## src/rtl/fetch_stage_pkg.sv

```systemverilog
// Shared types and constants for the instruction fetch stage.
//   FETCH_PACKET : {inst, PC, NPC, valid} handed to the decoder
//   FETCH_STATE  : FS_RUN (fetching) / FS_HALTED (no requests after WFI)
//   NOP          : instruction presented while the packet is not valid
package fetch_stage_pkg;

  localparam logic [31:0] NOP = 32'h0000_0013;  // addi x0, x0, 0

  typedef struct packed {
    logic [31:0] inst;
    logic [31:0] PC;
    logic [31:0] NPC;
    logic        valid;
  } FETCH_PACKET;

  typedef enum logic {
    FS_RUN    = 1'b0,
    FS_HALTED = 1'b1
  } FETCH_STATE;

  localparam FETCH_PACKET EMPTY_PACKET = '{inst: NOP, PC: 32'd0, NPC: 32'd0, valid: 1'b0};

endpackage

```

## src/rtl/fetch_stage_if.sv

```systemverilog
// Bus bundle between the fetch stage and its neighbours (I-cache, decoder,
// branch resolution, dispatch).
//   master : the fetch stage (drives cache request, fetch packet, occupancy)
//   slave  : the environment (cache response, decoder ready, redirect, halt)
// FQ_DEPTH must match the fetch stage's FQ_DEPTH; it sizes fq_count.
interface fetch_stage_if #(
  parameter int FQ_DEPTH = 4
);
  import fetch_stage_pkg::*;

  logic                      proc2Icache_req;
  logic [31:0]               proc2Icache_addr;
  logic                      Icache2proc_valid;
  logic [63:0]               Icache2proc_data;
  logic                      dec_ready;
  logic                      redirect_en;
  logic [31:0]               redirect_pc;
  logic                      halt_in;
  FETCH_PACKET               if_packet_out;
  logic [$clog2(FQ_DEPTH):0] fq_count;

  modport master (
    output proc2Icache_req, proc2Icache_addr, if_packet_out, fq_count,
    input  Icache2proc_valid, Icache2proc_data, dec_ready,
           redirect_en, redirect_pc, halt_in
  );

  modport slave (
    input  proc2Icache_req, proc2Icache_addr, if_packet_out, fq_count,
    output Icache2proc_valid, Icache2proc_data, dec_ready,
           redirect_en, redirect_pc, halt_in
  );

endinterface

```

## src/rtl/fetch_stage_queue.sv

```systemverilog
// fetch_queue: small FIFO of fetched packets between the I-cache and decoder.
// Ports:
//   clock, reset : clock and synchronous active-high reset
//   push, wdata  : write wdata at the tail
//   pop          : drop the head entry (ignored while empty)
//   flush        : discard all entries (wins over push/pop)
//   head, count  : entry at the head pointer and current occupancy
// DEPTH must be a power of two so the pointers wrap naturally.
module fetch_queue
  import fetch_stage_pkg::*;
#(
  parameter int DEPTH = 4
) (
  input  logic                   clock,
  input  logic                   reset,
  input  logic                   push,
  input  logic                   pop,
  input  logic                   flush,
  input  FETCH_PACKET            wdata,
  output FETCH_PACKET            head,
  output logic [$clog2(DEPTH):0] count
);

  localparam int PTR_W = $clog2(DEPTH);
  localparam int CNT_W = PTR_W + 1;

  FETCH_PACKET      mem [DEPTH];
  logic [PTR_W-1:0] head_ptr, tail_ptr;
  logic [CNT_W-1:0] cnt;
  logic             do_push, do_pop;

  assign do_push = push;
  assign do_pop  = pop && (cnt != '0);

  // Pointer/occupancy control; storage itself is never reset.
  always_ff @(posedge clock) begin
    if (reset || flush) begin
      head_ptr <= '0;
      tail_ptr <= '0;
      cnt      <= '0;
    end else begin
      if (do_push) tail_ptr <= tail_ptr + PTR_W'(1);
      if (do_pop)  head_ptr <= head_ptr + PTR_W'(1);
      case ({do_push, do_pop})
        2'b10:   cnt <= cnt + CNT_W'(1);
        2'b01:   cnt <= cnt - CNT_W'(1);
        default: cnt <= cnt;
      endcase
    end
  end

  always_ff @(posedge clock) begin
    if (do_push) mem[tail_ptr] <= wdata;
  end

  assign head  = mem[head_ptr];
  assign count = cnt;

endmodule

```

## src/rtl/fetch_stage.sv

```systemverilog
// fetch_stage: holds the fetch PC, issues one-word I-cache requests, buffers
// returned instructions in fetch_queue and presents the head to the decoder.
// Ports:
//   clock, reset : clock and synchronous active-high reset
//   bus          : fetch_stage_if.master (cache req/addr/response, decoder
//                  handshake, redirect, halt, if_packet_out, fq_count)
// Parameters: RESET_PC (PC after reset), FQ_DEPTH (queue entries, 2^n >= 2).
// Build option: define FETCH_BYPASS_EN to forward a cache response straight
// to the decoder when the queue is empty and the decoder is ready.
module fetch_stage
  import fetch_stage_pkg::*;
#(
  parameter logic [31:0] RESET_PC = 32'h0000_0000,
  parameter int          FQ_DEPTH = 4
) (
  input  logic          clock,
  input  logic          reset,
  fetch_stage_if.master bus
);

  localparam int CNT_W = $clog2(FQ_DEPTH) + 1;

  FETCH_STATE       state_p0, state_d;
  logic [31:0]      pc_p0, pc_d;
  logic [CNT_W-1:0] count;
  FETCH_PACKET      head, fetched;
  logic             req, hit, bypass, push, pop, flush, q_empty;

  function automatic logic [31:0] select_word(input logic [63:0] line,
                                              input logic [31:0] pc);
    return pc[2] ? line[63:32] : line[31:0];
  endfunction

  assign q_empty = (count == '0);

  // Uses the registered (pre-pop) count, so a full queue can never overflow.
  assign req = !reset && (state_p0 == FS_RUN) &&
               (count < CNT_W'(FQ_DEPTH)) && !bus.redirect_en;
  assign hit = req && bus.Icache2proc_valid;

  assign fetched = '{inst:  select_word(bus.Icache2proc_data, pc_p0),
                     PC:    pc_p0,
                     NPC:   pc_p0 + 32'd4,
                     valid: 1'b1};

`ifdef FETCH_BYPASS_EN
  // req already implies RUN and no redirect.
  assign bypass = q_empty && hit && bus.dec_ready;
`else
  assign bypass = 1'b0;
`endif

  assign push  = hit && !bypass;
  assign pop   = !q_empty && bus.dec_ready;
  // Halt in HALTED also flushes, but the queue is already empty there.
  assign flush = bus.redirect_en || bus.halt_in;

  // Next PC / state; redirect dominates halt.
  always_comb begin
    state_d = state_p0;
    pc_d    = pc_p0;
    if (bus.redirect_en) begin
      state_d = FS_RUN;
      pc_d    = bus.redirect_pc & ~32'd3;
    end else begin
      if (hit)         pc_d    = pc_p0 + 32'd4;
      if (bus.halt_in) state_d = FS_HALTED;
    end
  end

  // ---- stage p0: fetch PC and FSM state ----
  always_ff @(posedge clock) begin
    if (reset) begin
      state_p0 <= FS_RUN;
      pc_p0    <= RESET_PC;
    end else begin
      state_p0 <= state_d;
      pc_p0    <= pc_d;
    end
  end

  // ---- stage p1: registered fetch queue ----
  fetch_queue #(
    .DEPTH (FQ_DEPTH)
  ) u_fq (
    .clock (clock),
    .reset (reset),
    .push  (push),
    .pop   (pop),
    .flush (flush),
    .wdata (fetched),
    .head  (head),
    .count (count)
  );

  // Stale storage is masked with a NOP packet whenever the queue is empty.
  always_comb begin
    bus.if_packet_out = EMPTY_PACKET;
    if (!q_empty)    bus.if_packet_out = head;
    else if (bypass) bus.if_packet_out = fetched;
  end

  assign bus.proc2Icache_req  = req;
  assign bus.proc2Icache_addr = {pc_p0[31:3], 3'b000};
  assign bus.fq_count         = count;

endmodule

```

## src/flat_wrapper.sv

```systemverilog
// flat-port wrapper written by rule: the top's interface ports become plain ports
module fetch_stage_flat import fetch_stage_pkg::*;
#(
  parameter logic [31:0] RESET_PC = 32'h0000_0000,
  parameter int          FQ_DEPTH = 4
)
  (clock, reset, bus_proc2Icache_req, bus_proc2Icache_addr, bus_if_packet_out, bus_fq_count, bus_Icache2proc_valid, bus_Icache2proc_data, bus_dec_ready, bus_redirect_en, bus_redirect_pc, bus_halt_in);
  fetch_stage_if #(.FQ_DEPTH(FQ_DEPTH)) bus_i ();
  input  logic clock;
  input  logic reset;
  output wire logic [$bits(bus_i.proc2Icache_req)-1:0] bus_proc2Icache_req;
  output wire logic [$bits(bus_i.proc2Icache_addr)-1:0] bus_proc2Icache_addr;
  output wire logic [$bits(bus_i.if_packet_out)-1:0] bus_if_packet_out;
  output wire logic [$bits(bus_i.fq_count)-1:0] bus_fq_count;
  input wire logic [$bits(bus_i.Icache2proc_valid)-1:0] bus_Icache2proc_valid;
  input wire logic [$bits(bus_i.Icache2proc_data)-1:0] bus_Icache2proc_data;
  input wire logic [$bits(bus_i.dec_ready)-1:0] bus_dec_ready;
  input wire logic [$bits(bus_i.redirect_en)-1:0] bus_redirect_en;
  input wire logic [$bits(bus_i.redirect_pc)-1:0] bus_redirect_pc;
  input wire logic [$bits(bus_i.halt_in)-1:0] bus_halt_in;
  assign bus_proc2Icache_req = bus_i.proc2Icache_req;
  assign bus_proc2Icache_addr = bus_i.proc2Icache_addr;
  assign bus_if_packet_out = bus_i.if_packet_out;
  assign bus_fq_count = bus_i.fq_count;
  assign bus_i.Icache2proc_valid = bus_Icache2proc_valid;
  assign bus_i.Icache2proc_data = bus_Icache2proc_data;
  assign bus_i.dec_ready = bus_dec_ready;
  assign bus_i.redirect_en = bus_redirect_en;
  assign bus_i.redirect_pc = bus_redirect_pc;
  assign bus_i.halt_in = bus_halt_in;
  fetch_stage #(.RESET_PC(RESET_PC), .FQ_DEPTH(FQ_DEPTH)) u_core (.clock(clock), .reset(reset), .bus(bus_i));
endmodule
```

## config.mk

```make
export PLATFORM = sky130hd
export DESIGN_NAME = fetch_stage_flat
export DESIGN_NICKNAME = d
export VERILOG_FILES = /design/src/rtl/fetch_stage_pkg.sv /design/src/rtl/fetch_stage_if.sv /design/src/rtl/fetch_stage_queue.sv /design/src/rtl/fetch_stage.sv /design/src/flat_wrapper.sv
export SDC_FILE = /design/constraint.sdc
export NUM_CORES = 1
export LEC_CHECK = 0
export CAP_MARGIN = 20
export CELL_PAD_IN_SITES_DETAIL_PLACEMENT = 0
export CELL_PAD_IN_SITES_GLOBAL_PLACEMENT = 1
export CORE_ASPECT_RATIO = 1.2
export CORE_MARGIN = 5
export CORE_UTILIZATION = 35
export DETAILED_ROUTE_END_ITERATION = 12
export DONT_BUFFER_PORTS = 1
export PLACE_DENSITY = 0.53
export SLEW_MARGIN = 20
export SYNTH_ARGS = -nofsm -noshare
export SYNTH_HDL_FRONTEND = slang
export SYNTH_SLANG_ARGS = --single-unit
```

## constraint.sdc

```tcl
create_clock -name clock -period 5.05 [get_ports clock]
set_clock_uncertainty 0.05 [all_clocks]
set_input_delay 0.505 -clock clock [delete_from_list [all_inputs] [get_ports clock]]
set_output_delay 0.505 -clock clock [all_outputs]
set_load 0.05 [all_outputs]
```

==> results.yml <==
run_status:
  outcome: "finished clean"
critical_path:
  arrival_ns: 3.14
  reg2reg_slack_ns: 1.87
  setup.worst_path.start_class: "flop"
  worstSetupStartpoint: "u_core.u_fq.count[2]$_SDFFE_PP0P_"
  cp_data_required_time_ns: 4.49
  r2r_end: "u_core.u_fq.mem[0][26]$_DFFE_PP_"
  end_kind: "output port"
  critPathKind: "reg -> out"
  r2r_cells: 5
  slowest_stage: "dfxtp_1"
  endpoint: "bus_if_packet_out[61]"
  critPathMaxFanout: 57
  crit_path_frequent_cell: "buf_4"
  crit_chain: "nor3_1 > buf_4 > inv_4 > buf_4 > and2_1"
  rr_startpoint: "u_core.pc_p0[3]$_SDFFE_PP0P_"
  cpPeakStageDelay_ns: 0.77
final_layout:
  nNetsFinal: 1062
  drive_gt1_share_pct: 23.35
  final_util_pct: 39.43
  area_delta_synth_final_pct: 11.60
grt:
  antenna_found_initial: 7
  grt_pass1_wl_um: 61330
  grt_pass1_vias: 8963
  grt_usage_pct: 15.42
  grt-ovfl-total: 0
  grt_max_degree: 58
synth:
  yosys.area.top_type: "edfxtp_1"
  synth_ff_type: "edfxtp_1"
  ys_types: 51
  synth.avg_cell_area_um2: 17.71
  synth_top_cells_by_area: "edfxtp_1 (65%), mux4_2 (12%), dfxtp_1 (4.7%)"
  synth_edf_count: 368
  ys_async_sr_fraction_pct: 0
  syn_inst: 960
  syn_area_um2: 17000
  synth_warnings: 0
  ys_seq_area_share_pct: 69.70
  ys_ff_latch: 408
  yosys.area.top_type_share_pct: 64.99
pwr:
  p_switching_mw: 1.547
  combPwrFrac_pct: 3.8
  internal_power_mw: 5.595
  switching_share_pct: 21.66
  p_per_area_nw_per_um2: 376.4
  seq_power_share_pct: 53.7
  ir_drop_uv: 198.2
  clock_power_share_pct: 42.5
  cellLeakagePower_nw: 5.874
placed_design:
  dp_slack_ns: 1.844
  numPortBuffers: 0
  hpwl_um: 25580
  gp_congestion: 0.7012
timing:
  worst_slew_pin_slew_ns: 1.035
  period_minus_slack_ns: 3.693
  tns_ns: 0
  timing.hold.ws_ns: 0.04984
  slew_violations: 0
  rsz0062_at_grt: "no"
  hold_viol: 0
  setup_violations: 0
  fmax_mhz: 270.8
  finalCritPeriodShare_pct: 73.12
  slew_headroom_pct: 30.68
  setup_ws_ns: 1.357
hold_path:
  min_path_type: "in -> reg"
  holdCritStartpoint: "bus_redirect_pc[11]"
clock_tree:
  clock-sinks: 408
  cts_setup_buffers: 0
  numCtsBuffers: 43
  cts.path.max_buffers: 3
  clk_latency_ns: 0.57
  h-tree-depth: 2
  clockRootBuffer: "clkbuf_16"
  tritoncts: "yes"
  clk_pin_slew_ns: 0.06
floorplanning:
  die-width_um: 211.2
  rows: 88
  dieArea_um2: 53100
  ios: 235
  die_h_um: 251.4
  start_util_pct: 35.34
  coreArea_um2: 48120
route:
  detail-route-antenna-nets: 0
  drt_iter0_drc: 426
  dr.pass1.iters: 5
  wire_per_inst_um: 25.52
  wirelength_um: 41260
  viasPerCell: 5.165
  route.detailed.drc: 0
  vias: 8352
run:
  maxCapViolations: 0
power groups by stage:
stage / sequential [mW] / clock (mW) / combinational, mW
after floorplan: 3.84 / 0 / 0.260
after global placement: 3.91 / 0 / 0.260
after detailed placement: 3.91 / 0 / 0.266
after CTS: 3.84 / 3.14 / 0.275
after global routing: 3.84 / 3.29 / 0.292
final: 3.83 / 3.04 / 0.269
through the flow:
step           cells  instance area, um2  power, mW
4_1_cts         1615               18970      7.256
3_5_place_dp    1535               17600      4.175
6_report        1617               18970      7.142
3_3_place_gp    1535               17600      4.167
2_1_floorplan    966               17030      4.104
5_1_grt         1615               18970      7.419
worst max-delay path: cells and delay by family, from the launching register on:
kind / cells / cell delay [ns]
simple gates: 2 / 0.67
flops: 1 / 0.77
buf+inv: 3 / 1.09
what timing repair did:
action                    in CTS  in global routing
gates resized for setup        0                  0
hold endpoints to repair      31                  0
hold buffers                   3                  0
how the worst min path moves through the flow:
stage                     slack [ns]  cells after the start                              endpoint
final                           0.05                      2         u_core.pc_p0[11]$_SDFFE_PP0P_
after global routing            0.03                      2         u_core.pc_p0[24]$_SDFFE_PP0P_
after CTS                      0.009                      2         u_core.pc_p0[11]$_SDFFE_PP0P_
after detailed placement        0.44                      2  u_core.u_fq.tail_ptr[1]$_SDFFE_PP0P_
after global placement          0.44                      2  u_core.u_fq.tail_ptr[1]$_SDFFE_PP0P_
after floorplan                 0.42                      2  u_core.u_fq.tail_ptr[1]$_SDFFE_PP0P_
metal layers:
layer	wire length (um)	GRT usage [%]
met1	17610	20.37
met2	20090	25.32
met3	2741	4.527
met4	765	3.669
met5	47	0
logic make-up after synthesis:
| group | share of synthesized area [%] |
|---|---|
| compound gates | 2.200 |
| xor+xnor | 2.215 |
| fa+ha+maj | 0.5593 |
| buf+inv | 3.083 |
| flops | 69.70 |
| mux | 14.49 |
| other cells | 0.02206 |
| simple gates | 7.727 |
flip-flops by register name, indices dropped and copies added (netlist names), named ones only:
signal	flops
u_core.state_p0	1
u_core.u_fq.count	3
u_core.u_fq.tail_ptr	2
u_core.pc_p0	30
u_core.u_fq.mem	368
u_core.u_fq.head_ptr	2
final cells by class:
cell class	count	area [um2]
repair buffers	27	257.7
clock inverters	18	166.4
well taps	630	788.3
fillers	4418	29140
inverters	14	55.05
clock buffers	59	1166
multi-input cells	459	4676
diodes	2	5.005
flip-flops and latches	408	11860
layout by cell type (no fill, tap or decap), types with 4 or more instances in the layout:
| cell type | netlist | routed |
|---|---|---|
| clkinv_2 | 0 | 4 |
| and2_1 | 95 | 95 |
| xnor2_1 | 23 | 23 |
| nand2_1 | 25 | 25 |
| and3_1 | 9 | 5 |
| mux2_2 | 33 | 33 |
| o21ai_0 | 4 | 4 |
| a31oi_1 | 6 | 6 |
| o2bb2ai_1 | 9 | 9 |
| mux4_2 | 92 | 92 |
| xor2_1 | 20 | 20 |
| nand4_1 | 13 | 13 |
| a21oi_1 | 16 | 16 |
| ha_1 | 6 | 6 |
| or2_2 | 4 | 4 |
| nor3_1 | 9 | 9 |
| clkbuf_1 | 27 | 13 |
| clkinv_1 | 1 | 8 |
| clkbuf_16 | 0 | 43 |
| nand3_1 | 14 | 14 |
| buf_4 | 36 | 21 |
| and3_4 | 0 | 4 |
| conb_1 | 1 | 7 |
| a211oi_1 | 7 | 7 |
| nor2_1 | 31 | 31 |
| edfxtp_1 | 368 | 368 |
| inv_1 | 12 | 12 |
| nor4_1 | 5 | 4 |
| buf_12 | 0 | 4 |
| dfxtp_1 | 40 | 37 |
synth_stat cells (all sizes together), types with 2 or more instances:
master / instances
a211oi: 7
a21oi: 16
a22oi: 3
a31oi: 6
a32oi: 2
and2: 95
and3: 9
buf: 57
clkbuf: 28
dfxtp: 40
edfxtp: 368
ha: 6
inv: 13
mux2: 33
mux2i: 2
mux4: 92
nand2: 26
nand3: 16
nand4: 14
nor2: 31
nor3: 11
nor4: 8
o21ai: 4
o2bb2ai: 9
o311ai: 3
or2: 4
or3: 2
xnor2: 23
xor2: 20
(Power assumes the default switching activity.)
